### src/rtl/wb_sram_bridge_pkg.sv
// Shared encodings for the Wishbone-to-SRAM bridge: controller op codes, CSR map, FSM states.
package wb_sram_bridge_pkg;

  localparam logic [1:0] MEM_OP_NONE  = 2'b00;
  localparam logic [1:0] MEM_OP_READ  = 2'b01;
  localparam logic [1:0] MEM_OP_WRITE = 2'b11;

  localparam logic [31:0] CSR_OPERATION_OFS = 32'h0;
  localparam logic [31:0] CSR_STATUS_OFS    = 32'h4;

  localparam int unsigned STATUS_BUSY_BIT    = 0;
  localparam int unsigned STATUS_TIMEOUT_BIT = 1;

  localparam logic [31:0] OP_MULTIPLICATION = 32'h1;
  localparam logic [31:0] OP_CONVOLUTION    = 32'h2;

  typedef enum logic [2:0] {
    StIdle,
    StWaitRd,
    StWaitRmwRd,
    StWaitWr,
    StResp
  } state_e;

endpackage

### src/rtl/wb_byte_merge.sv
// Per-byte-lane merge: lanes with sel set take new data, the rest keep old data.
module wb_byte_merge (
  input  logic [31:0] old_i,
  input  logic [31:0] new_i,
  input  logic [3:0]  sel_i,
  output logic [31:0] merged_o
);

  always_comb begin
    merged_o = old_i;
    for (int i = 0; i < 4; i++) begin
      if (sel_i[i]) merged_o[8*i +: 8] = new_i[8*i +: 8];
    end
  end

endmodule

### src/rtl/wb_sram_bridge.sv
// Wishbone B4 classic slave bridging bus cycles onto the memory controller's single-word DMA
// port, with an OPERATION/STATUS CSR window, partial-write RMW and a completion timeout.
module wb_sram_bridge
  import wb_sram_bridge_pkg::*;
#(
  parameter logic [31:0] BASE_ADDR      = 32'h3000_0000,
  parameter logic [31:0] SRAM_OFFSET    = 32'h0000_1000,
  parameter int unsigned SRAM_AWIDTH    = 10,
  parameter int unsigned TIMEOUT_CYCLES = 255
) (
  input  logic        clk,
  input  logic        reset,
  input  logic        wb_cyc_i,
  input  logic        wb_stb_i,
  input  logic        wb_we_i,
  input  logic [3:0]  wb_sel_i,
  input  logic [31:0] wb_adr_i,
  input  logic [31:0] wb_dat_i,
  output logic        wb_ack_o,
  output logic        wb_err_o,
  output logic [31:0] wb_dat_o,
  output logic [1:0]  mem_op,
  output logic [31:0] mem_addr,
  output logic [31:0] mem_wdata,
  input  logic        mem_opdone,
  input  logic [31:0] mem_rdata,
  output logic [31:0] operation
);

  localparam int unsigned CntW      = $clog2(TIMEOUT_CYCLES + 1);
  localparam logic [31:0] SramBytes = 32'd4 << SRAM_AWIDTH;

  state_e          state_q;
  logic [CntW-1:0] tmo_cnt_q;
  logic            sticky_q, abort_q, err_pend_q, we_q;
  logic [3:0]      sel_q;
  logic [31:0]     dat_q, rdata_q;

  logic [31:0] off, soff, status, rmw_data, op_merged;
  logic        csr_op_hit, csr_st_hit, sram_hit, req, tmo, aborted;

  assign off        = wb_adr_i - BASE_ADDR;
  assign soff       = off - SRAM_OFFSET;
  assign csr_op_hit = (off & ~32'h3) == CSR_OPERATION_OFS;
  assign csr_st_hit = (off & ~32'h3) == CSR_STATUS_OFS;
  assign sram_hit   = soff < SramBytes;
  // While ack/err is out the master's strobe still belongs to the finished cycle.
  assign req        = wb_cyc_i & wb_stb_i & ~wb_ack_o & ~wb_err_o;
  assign tmo        = tmo_cnt_q == CntW'(TIMEOUT_CYCLES - 1);
  assign aborted    = abort_q | ~wb_cyc_i;

  always_comb begin
    status                     = '0;
    status[STATUS_BUSY_BIT]    = state_q != StIdle;
    status[STATUS_TIMEOUT_BIT] = sticky_q;
  end

  wb_byte_merge u_rmw_merge (
    .old_i    (mem_rdata),
    .new_i    (dat_q),
    .sel_i    (sel_q),
    .merged_o (rmw_data)
  );

  wb_byte_merge u_csr_merge (
    .old_i    (operation),
    .new_i    (wb_dat_i),
    .sel_i    (wb_sel_i),
    .merged_o (op_merged)
  );

  always_ff @(posedge clk) begin
    if (reset) begin
      state_q    <= StIdle;
      tmo_cnt_q  <= '0;
      sticky_q   <= 1'b0;
      abort_q    <= 1'b0;
      err_pend_q <= 1'b0;
      we_q       <= 1'b0;
      sel_q      <= '0;
      dat_q      <= '0;
      rdata_q    <= '0;
      wb_ack_o   <= 1'b0;
      wb_err_o   <= 1'b0;
      wb_dat_o   <= '0;
      mem_op     <= MEM_OP_NONE;
      mem_addr   <= '0;
      mem_wdata  <= '0;
      operation  <= '0;
    end else begin
      wb_ack_o <= 1'b0;
      wb_err_o <= 1'b0;
      case (state_q)
        StIdle: begin
          if (req) begin
            we_q       <= wb_we_i;
            sel_q      <= wb_sel_i;
            dat_q      <= wb_dat_i;
            abort_q    <= 1'b0;
            err_pend_q <= 1'b0;
            tmo_cnt_q  <= '0;
            if (csr_op_hit) begin
              if (wb_we_i) operation <= op_merged;
              else         rdata_q   <= operation;
              state_q <= StResp;
            end else if (csr_st_hit) begin
              if (!wb_we_i) rdata_q <= status;
              else if (wb_sel_i[0] && wb_dat_i[STATUS_TIMEOUT_BIT]) sticky_q <= 1'b0;
              state_q <= StResp;
            end else if (sram_hit) begin
              mem_addr  <= soff >> 2;
              mem_wdata <= wb_dat_i;
              if (!wb_we_i) begin
                mem_op  <= MEM_OP_READ;
                state_q <= StWaitRd;
              end else if (wb_sel_i == 4'hf) begin
                mem_op  <= MEM_OP_WRITE;
                state_q <= StWaitWr;
              end else if (wb_sel_i == 4'h0) begin
                state_q <= StResp;
              end else begin
                mem_op  <= MEM_OP_READ;
                state_q <= StWaitRmwRd;
              end
            end else begin
              err_pend_q <= 1'b1;
              state_q    <= StResp;
            end
          end
        end
        StWaitRd, StWaitRmwRd, StWaitWr: begin
          if (!wb_cyc_i) abort_q <= 1'b1;
          tmo_cnt_q <= tmo_cnt_q + CntW'(1);
          if (mem_opdone) begin
            tmo_cnt_q <= '0;
            if (state_q == StWaitRmwRd) begin
              // Write phase of RMW is issued even if the master has gone away.
              mem_wdata <= rmw_data;
              mem_op    <= MEM_OP_WRITE;
              state_q   <= StWaitWr;
            end else begin
              mem_op <= MEM_OP_NONE;
              if (state_q == StWaitRd) rdata_q <= mem_rdata;
              state_q <= aborted ? StIdle : StResp;
            end
          end else if (tmo) begin
            mem_op     <= MEM_OP_NONE;
            sticky_q   <= 1'b1;
            err_pend_q <= 1'b1;
            state_q    <= aborted ? StIdle : StResp;
          end
        end
        StResp: begin
          state_q <= StIdle;
          if (err_pend_q) begin
            wb_err_o <= 1'b1;
          end else begin
            wb_ack_o <= 1'b1;
            if (!we_q) wb_dat_o <= rdata_q;
          end
        end
        default: state_q <= StIdle;
      endcase
    end
  end

endmodule

### config.mk
export PLATFORM = sky130hd
export DESIGN_NAME = wb_sram_bridge
export DESIGN_NICKNAME = d
export VERILOG_FILES = /design/src/rtl/wb_sram_bridge_pkg.sv /design/src/rtl/wb_byte_merge.sv /design/src/rtl/wb_sram_bridge.sv
export SDC_FILE = /design/constraint.sdc
export NUM_CORES = 1
export LEC_CHECK = 0
export ABC_AREA = 1
export CORE_ASPECT_RATIO = 0.6
export CORE_MARGIN = 5
export CORE_UTILIZATION = 50
export CTS_BUF_LIST = sky130_fd_sc_hd__clkbuf_8 sky130_fd_sc_hd__clkbuf_16
export DETAILED_ROUTE_END_ITERATION = 10
export DONT_BUFFER_PORTS = 1
export GPL_ROUTABILITY_DRIVEN = 0
export SYNTH_ARGS = -nofsm -noshare
export SYNTH_HDL_FRONTEND = slang
export SYNTH_HIERARCHICAL = 1
export SYNTH_SLANG_ARGS = --single-unit
### constraint.sdc
create_clock -name clk -period 6.8 [get_ports clk]
set_input_delay 2.04 -clock clk [delete_from_list [all_inputs] [get_ports clk]]
set_output_delay 2.04 -clock clk [all_outputs]
set_load 0.01 [all_outputs]
Word-level counts from Yosys, hierarchy flattened
Cells that the tools add are included.
Widths: inputs -> output; s select.
{"block": "classes", "n_eq_ne": 26, "bitwise_logic": 12, "reduce_logical": 23, "muxes": 64, "n_addsub": 3, "magnitude_cmp": 1}
{"cell": "$mux 32", "count": 14}
{"cell": "$pmux 32 s2", "count": 2}
{"cell": "$mux 8", "count": 6}
{"cell": "$mux 3", "count": 11}
{"cell": "$logic_not 32->1", "count": 1}
{"cell": "$lt 32x13->1 const B", "count": 1}
{"cell": "$sub 32x13->32 const B", "count": 1}
{"cell": "$sub 32x30->32 const B", "count": 1}
{"cell": "$eq 30x1->1 const B", "count": 1}
{"cell": "$ne 2x2->1 const B", "count": 14}
{"cell": "$reduce_and 5->1", "count": 5}
{"cell": "$mux 2", "count": 10}
{"cell": "$pmux 8 s2", "count": 1}
{"cell": "$reduce_and 8->1", "count": 2}
{"cell": "$mux 1", "count": 15}
{"cell": "$reduce_and 7->1", "count": 2}
{"cell": "$ne 3x3->1 const B", "count": 4}
{"cell": "$add 8x1->8 const B", "count": 1}
{"cell": "$eq 8x8->1 const B", "count": 1}
{"cell": "$not 1->1", "count": 8}
{"cell": "$eq 3x2->1 const B", "count": 2}
{"cell": "$pmux 1 s2", "count": 3}
{"cell": "$pmux 3 s2", "count": 1}
{"cell": "$reduce_and 2->1", "count": 3}
{"cell": "16 further kinds", "count": 19}
{"block": "totals", "reg_bits": 213, "elab_cells": 148}

Logic depth before layout (Yosys ltp)
{"block": "logic_depth", "depth_word": 9, "mapped_depth": 17, "ltp_nobuf": 16}

Cells and area by module
The synthesis kept the hierarchy.
{"module": "wb_sram_bridge", "cells_per_inst": 1384, "area_each_um2": 9545.4, "instances": 1, "seq_area_each_um2": 4264.1}
{"module": "wb_byte_merge", "cells_per_inst": 104, "area_each_um2": 420.4, "instances": 2, "seq_area_each_um2": 0.0}

Worst setup path before layout
No wires, ideal clock.
{"block": "synth_path", "path_kind": "input-to-reg", "start": "in wb_adr_i[12]", "end": "reg mem_addr[10]", "setup_ns": 0.113, "t_required_ns": 6.687, "path_slack_ns": 3.001, "t_arrival_ns": 3.686, "cell_stages": 16, "cell_sequence": "inv_2 -> ha_1 -> nand2_1 -> nor2_1 -> nand3_1 -> nand2_1 -> nand2_1 -> nor2_1 -> nand3_1 -> nor2_2 -> nand3_4 -> nor3_4 -> buf_6 -> nand2_1 -> nand2_1 -> nor2_1"}
{"block": "synth_via", "elab_chain_cells": 4}
{"element": "start: declaration", "line": "wb_sram_bridge.sv:17", "rtl": "input logic [31:0] wb_adr_i,"}
{"element": "$sub 32x30->32 (*)", "line": "wb_sram_bridge.sv:42", "rtl": "assign off = wb_adr_i - BASE_ADDR;"}
{"element": "$sub 32x13->32, or another cell as far along", "line": "wb_sram_bridge.sv:43", "rtl": "assign soff = off - SRAM_OFFSET;"}
{"element": "$lt 32x13->1 / $not 1->1 (equally long branches)"}
{"element": "$reduce_and 5->1 (no line)"}
{"element": "end signal: assignment", "line": "wb_sram_bridge.sv:111", "rtl": "mem_addr <= soff >> 2;"}
{"element": "end: declaration", "line": "wb_sram_bridge.sv:23", "rtl": "output logic [31:0] mem_addr,"}
Mark *: on every way between the ends. The rest lies on a longest branch, timed or not.
A chain may end at the register's enable or synchronous reset.

Final worst setup path
{"block": "layout_path", "start": "in wb_adr_i[6]", "end": "reg operation[1]"}
{"block": "layout_via", "elab_chain_cells": 3}
{"element": "$sub 32x30->32", "line": "wb_sram_bridge.sv:42"}
{"element": "$logic_not 32->1", "line": "wb_sram_bridge.sv:44", "rtl": "assign csr_op_hit = (off & ~32'h3) == CSR_OPERATION_OFS;"}
{"element": "$reduce_and 5->1 (no line)"}
{"element": "end signal: assignment", "line": "wb_sram_bridge.sv:103", "rtl": "if (wb_we_i) operation <= op_merged;"}
{"element": "end: declaration", "line": "wb_sram_bridge.sv:27", "rtl": "output logic [31:0] operation"}
No other way between the ends.

==> metrics.md <==
| Metric | Value |
|---|---|
| Status | `completed` |
| Die height | `122 µm` |
| CTS Hold Bufs | `0` |
| WP buf/inv | `2` |
| Core box area | `20200 µm²` |
| Worst EP required | `7.15 ns` |
| Data arrival time of the worst path | `4.99 ns` |
| Global route total overflow | `0` |
| Placed instance count | `1784` |
| Fmax | `216 MHz` |
| Avg Inst Size Synth | `6.52 µm²` |
| Critical Path, Cell by Cell | `nor4_1 -> nand4_1 -> nor2_1 -> nand2_1 -> inv_2 -> buf_4 -> nand2_1 -> o21ai_0 -> a21oi_1` |
| Post-DR vias/cell | `5.41` |
| Final Slew Violations | `0` |
| Row cnt | `40` |
| Crit path from | `wb_adr_i[6]` |
| DR iter-0 viols | `1148` |
| Seq/Total Area, Yosys | `41.1%` |
| DRT Wirelength | `34400 µm` |
| PortBufs | `0` |
| Pwr Total | `2.87 mW` |
| Final min period | `4.64 ns` |
| CP dominant cell by count | `nand2_1` |
| Maximum vdd drop | `0.182 mV` |
| Async set or reset register ratio after synthesis | `0%` |
| Cell area after synthesis | `10400 µm²` |
| Routed wire length per instance | `18.9 µm` |
| Vias | `9852` |
| Ys flop type | `dfxtp_1` |
| Share of cells above drive strength 1 | `5.75%` |
| Initial core utilization | `51.4%` |
| Fillers | `2073` |
| FF-to-FF Start | `state_q[1]$_SDFFE_PP0P_` |
| Synth cell count leaders | `nand2_1 (570), nor2_1 (216), dfxtp_1 (213)` |
| CP delay by family, top | `simple AND/OR/NAND/NOR gates` |
| Max-cap violations | `0` |
| N_diodes | `0` |
| Post-route antenna net violation count | `0` |
| Sequential cell area | `4260 µm²` |
| Initial antenna violation count | `0` |
| Hold crit path type | `register to register` |
| Worst Max-Slew Pin Slew | `1.18 ns` |
| Power Density | `258 nW/µm²` |
| Most area-hungry cell type in the Yosys netlist | `dfxtp_1` |
| CTS tree | `yes` |
| Rel. slew slack | `20.9%` |
| GRT Overall Usage | `27.7%` |
| Post-cts resize count | `0` |
| Chip width | `196 µm` |
| Root Buffer | `clkbuf_16` |
| Die area | `23800 µm²` |
| Period utilization | `68.2%` |
| Post-synth EDFFs | `0` |
| Clock slew seen by the registers of the worst setup and hold paths | `0.07 ns` |
| CTS H-tree depth | `1` |
| Setup bufs post-CTS | `0` |
| Number of global-route vias before repair | `8635` |
| TNS Setup | `0 ns` |
| Hold Path Sink | `abort_q$_SDFFE_PP0P_` |
| CP Capture Type | `register` |
| Register-to-Register Path Depth | `12` |
| Hold Vio Cnt, Final | `0` |
| Non-filler cells, final | `1822` |
| Hold Crit Depth | `2` |
| Final setup violating endpoints | `0` |
| Gate Count Post-Synth | `1592` |
| Multi-input logic area | `5260 µm²` |
| RSZ-0062 raised after global routing | `false` |
| Fin nets | `1646` |
| Layout Skew | `0.0134 ns` |
| Worst-path fanout max | `64` |
| Top cells by area, synth | `dfxtp_1 (41%), nand2_1 (21%), nor2_1 (7.8%)` |
| Global-route wire length before repair | `52400 µm` |
| CTS Buffer Depth | `3` |
| Clk_lat worst skew | `0.50 ns` |
| Count leader, synth | `nand2_1` |
| Worst reg2reg endpoint | `operation[1]$_SDFFE_PP0P_` |
| Distinct cells, synth | `39` |
| FF+latch count, synth | `213` |
| Slowest cell on crit path | `nand2_1` |
| YS warnings | `6` |
| Leak Pwr | `4.82 nW` |
| Area grow syn2layout | `7.22%` |
| CTS sink count | `213` |
| Largest net degree at the start of global routing | `88` |
| Dpl hpwl | `24600 µm` |
| Slowest stage delay, CP | `0.90 ns` |
| Area fraction of the dominant cell type after synthesis | `41.1%` |
| Min-delay src | `abort_q$_SDFFE_PP0P_` |
| Reg2reg setup slack | `3.20 ns` |
| First-pass detailed-route iteration total | `6` |
| I/O pin cnt | `238` |
| DRC violations left | `0` |
| CP startpoint kind | `input port` |
| Critical path type | `input port to register` |
| CTS Buf Count | `21` |
-- worst max path at each step --
| stage | end | cells after the start | slack, ns |
|---|---|---|---|
| finish | operation[1]$_SDFFE_PP0P_ | 9 | 2.16 |
| global route | operation[1]$_SDFFE_PP0P_ | 11 | 1.96 |
| CTS | operation[1]$_SDFFE_PP0P_ | 9 | 2.25 |
| detailed placement | operation[1]$_SDFFE_PP0P_ | 9 | 1.69 |
| global placement | operation[1]$_SDFFE_PP0P_ | 9 | 1.65 |
| floorplan | mem_addr[10]$_SDFFE_PP0P_ | 16 | 3.00 |
-- layout make-up --
type | count | area share [%]
multi-input cells | 1180 | 47.2
flip-flops and latches | 213 | 38.3
clock buffers | 23 | 4.97
inverters | 108 | 3.65
well taps | 273 | 3.07
clock inverters | 15 | 2.15
repair buffers | 10 | 0.674
-- sequential cells by signal (all words and copies together), names as in the netlist --
register and count:
dat_q 32, mem_wdata 32, operation 32, rdata_q 32, wb_dat_o 32, mem_addr 30
tmo_cnt_q 8, sel_q 4, state_q 3, mem_op 2, abort_q 1, err_pend_q 1
sticky_q 1, wb_ack_o 1, wb_err_o 1, we_q 1
-- through the flow --
step | setup slack [ns] | hold WS (ns) | utilization, % | cell area [µm²]
after floorplan | 3.00 | 0.427 | - | 10400
after global placement | 1.65 | 0.446 | 51.2 | 10300
after detailed placement | 1.69 | 0.451 | 51.2 | 10300
after CTS | 2.25 | 0.462 | 55.1 | 11100
after global routing | 1.96 | 0.477 | 55.1 | 11100
final | 2.16 | 0.467 | 55.1 | 11100
-- kinds of logic (layout without fill, tap and decap cells) --
group	Yosys count	in the layout	share of synthesized area [%]
buffers and inverters	200	156	8.54
DFF	213	213	41.1
and+or+nand+nor	972	972	39.1
other	1	2	0.0361
xor gates and xnor gates	5	5	0.494
AOI/OAI and AO/OA	195	195	10.1
adders and majority gates	6	6	0.723
-- power by group --
| group | internal, mW | total [mW] | leakage [nW] | switching, mW |
|---|---|---|---|---|
| Sequential | 1.29 | 1.32 | 1.73 | 0.0348 |
| Combinational | 0.0636 | 0.213 | 2.70 | 0.149 |
| Clock | 0.820 | 1.34 | 0.390 | 0.516 |
| Total | 2.17 | 2.87 | 4.82 | 0.700 |
-- cells in the final DEF (no fill, tap or decap), types with 13 or more instances in the layout --
cell type / netlist / final
a21oi_1: 75 / 75
a31oi_1: 31 / 31
clkbuf_16: 0 / 21
dfxtp_1: 213 / 213
inv_1: 94 / 94
inv_2: 14 / 15
nand2_1: 570 / 570
nand3_1: 116 / 116
nand4_1: 14 / 14
nor2_1: 216 / 211
nor3b_1: 20 / 20
o21ai_0: 64 / 64
o21ai_1: 13 / 13
-- layer usage --
layer / part of all wire (%) / GRT usage [%] / vias to the layer above
met4: 1.9 / 5.23 / 0
met2: 35 / 33.3 / 507
met1: 50 / 46.0 / 4367
li1: - / - / 4938
met5: 0 / 0 / -
met3: 14 / 8.87 / 40
-- worst reg2reg max path, cell delays in order (launching register included) --
cell     delay, ns
dfxtp_1       0.34
nor2_1        0.25
inv_2         0.10
nor2_4        0.24
inv_1         0.17
nor2_2        0.13
buf_4         0.36
inv_1         0.13
nor2_2        0.10
buf_4         0.36
nand2_1       0.80
o21ai_0       0.42
a21oi_1       0.06
No activity file was read; power rests on OpenSTA's default activity.
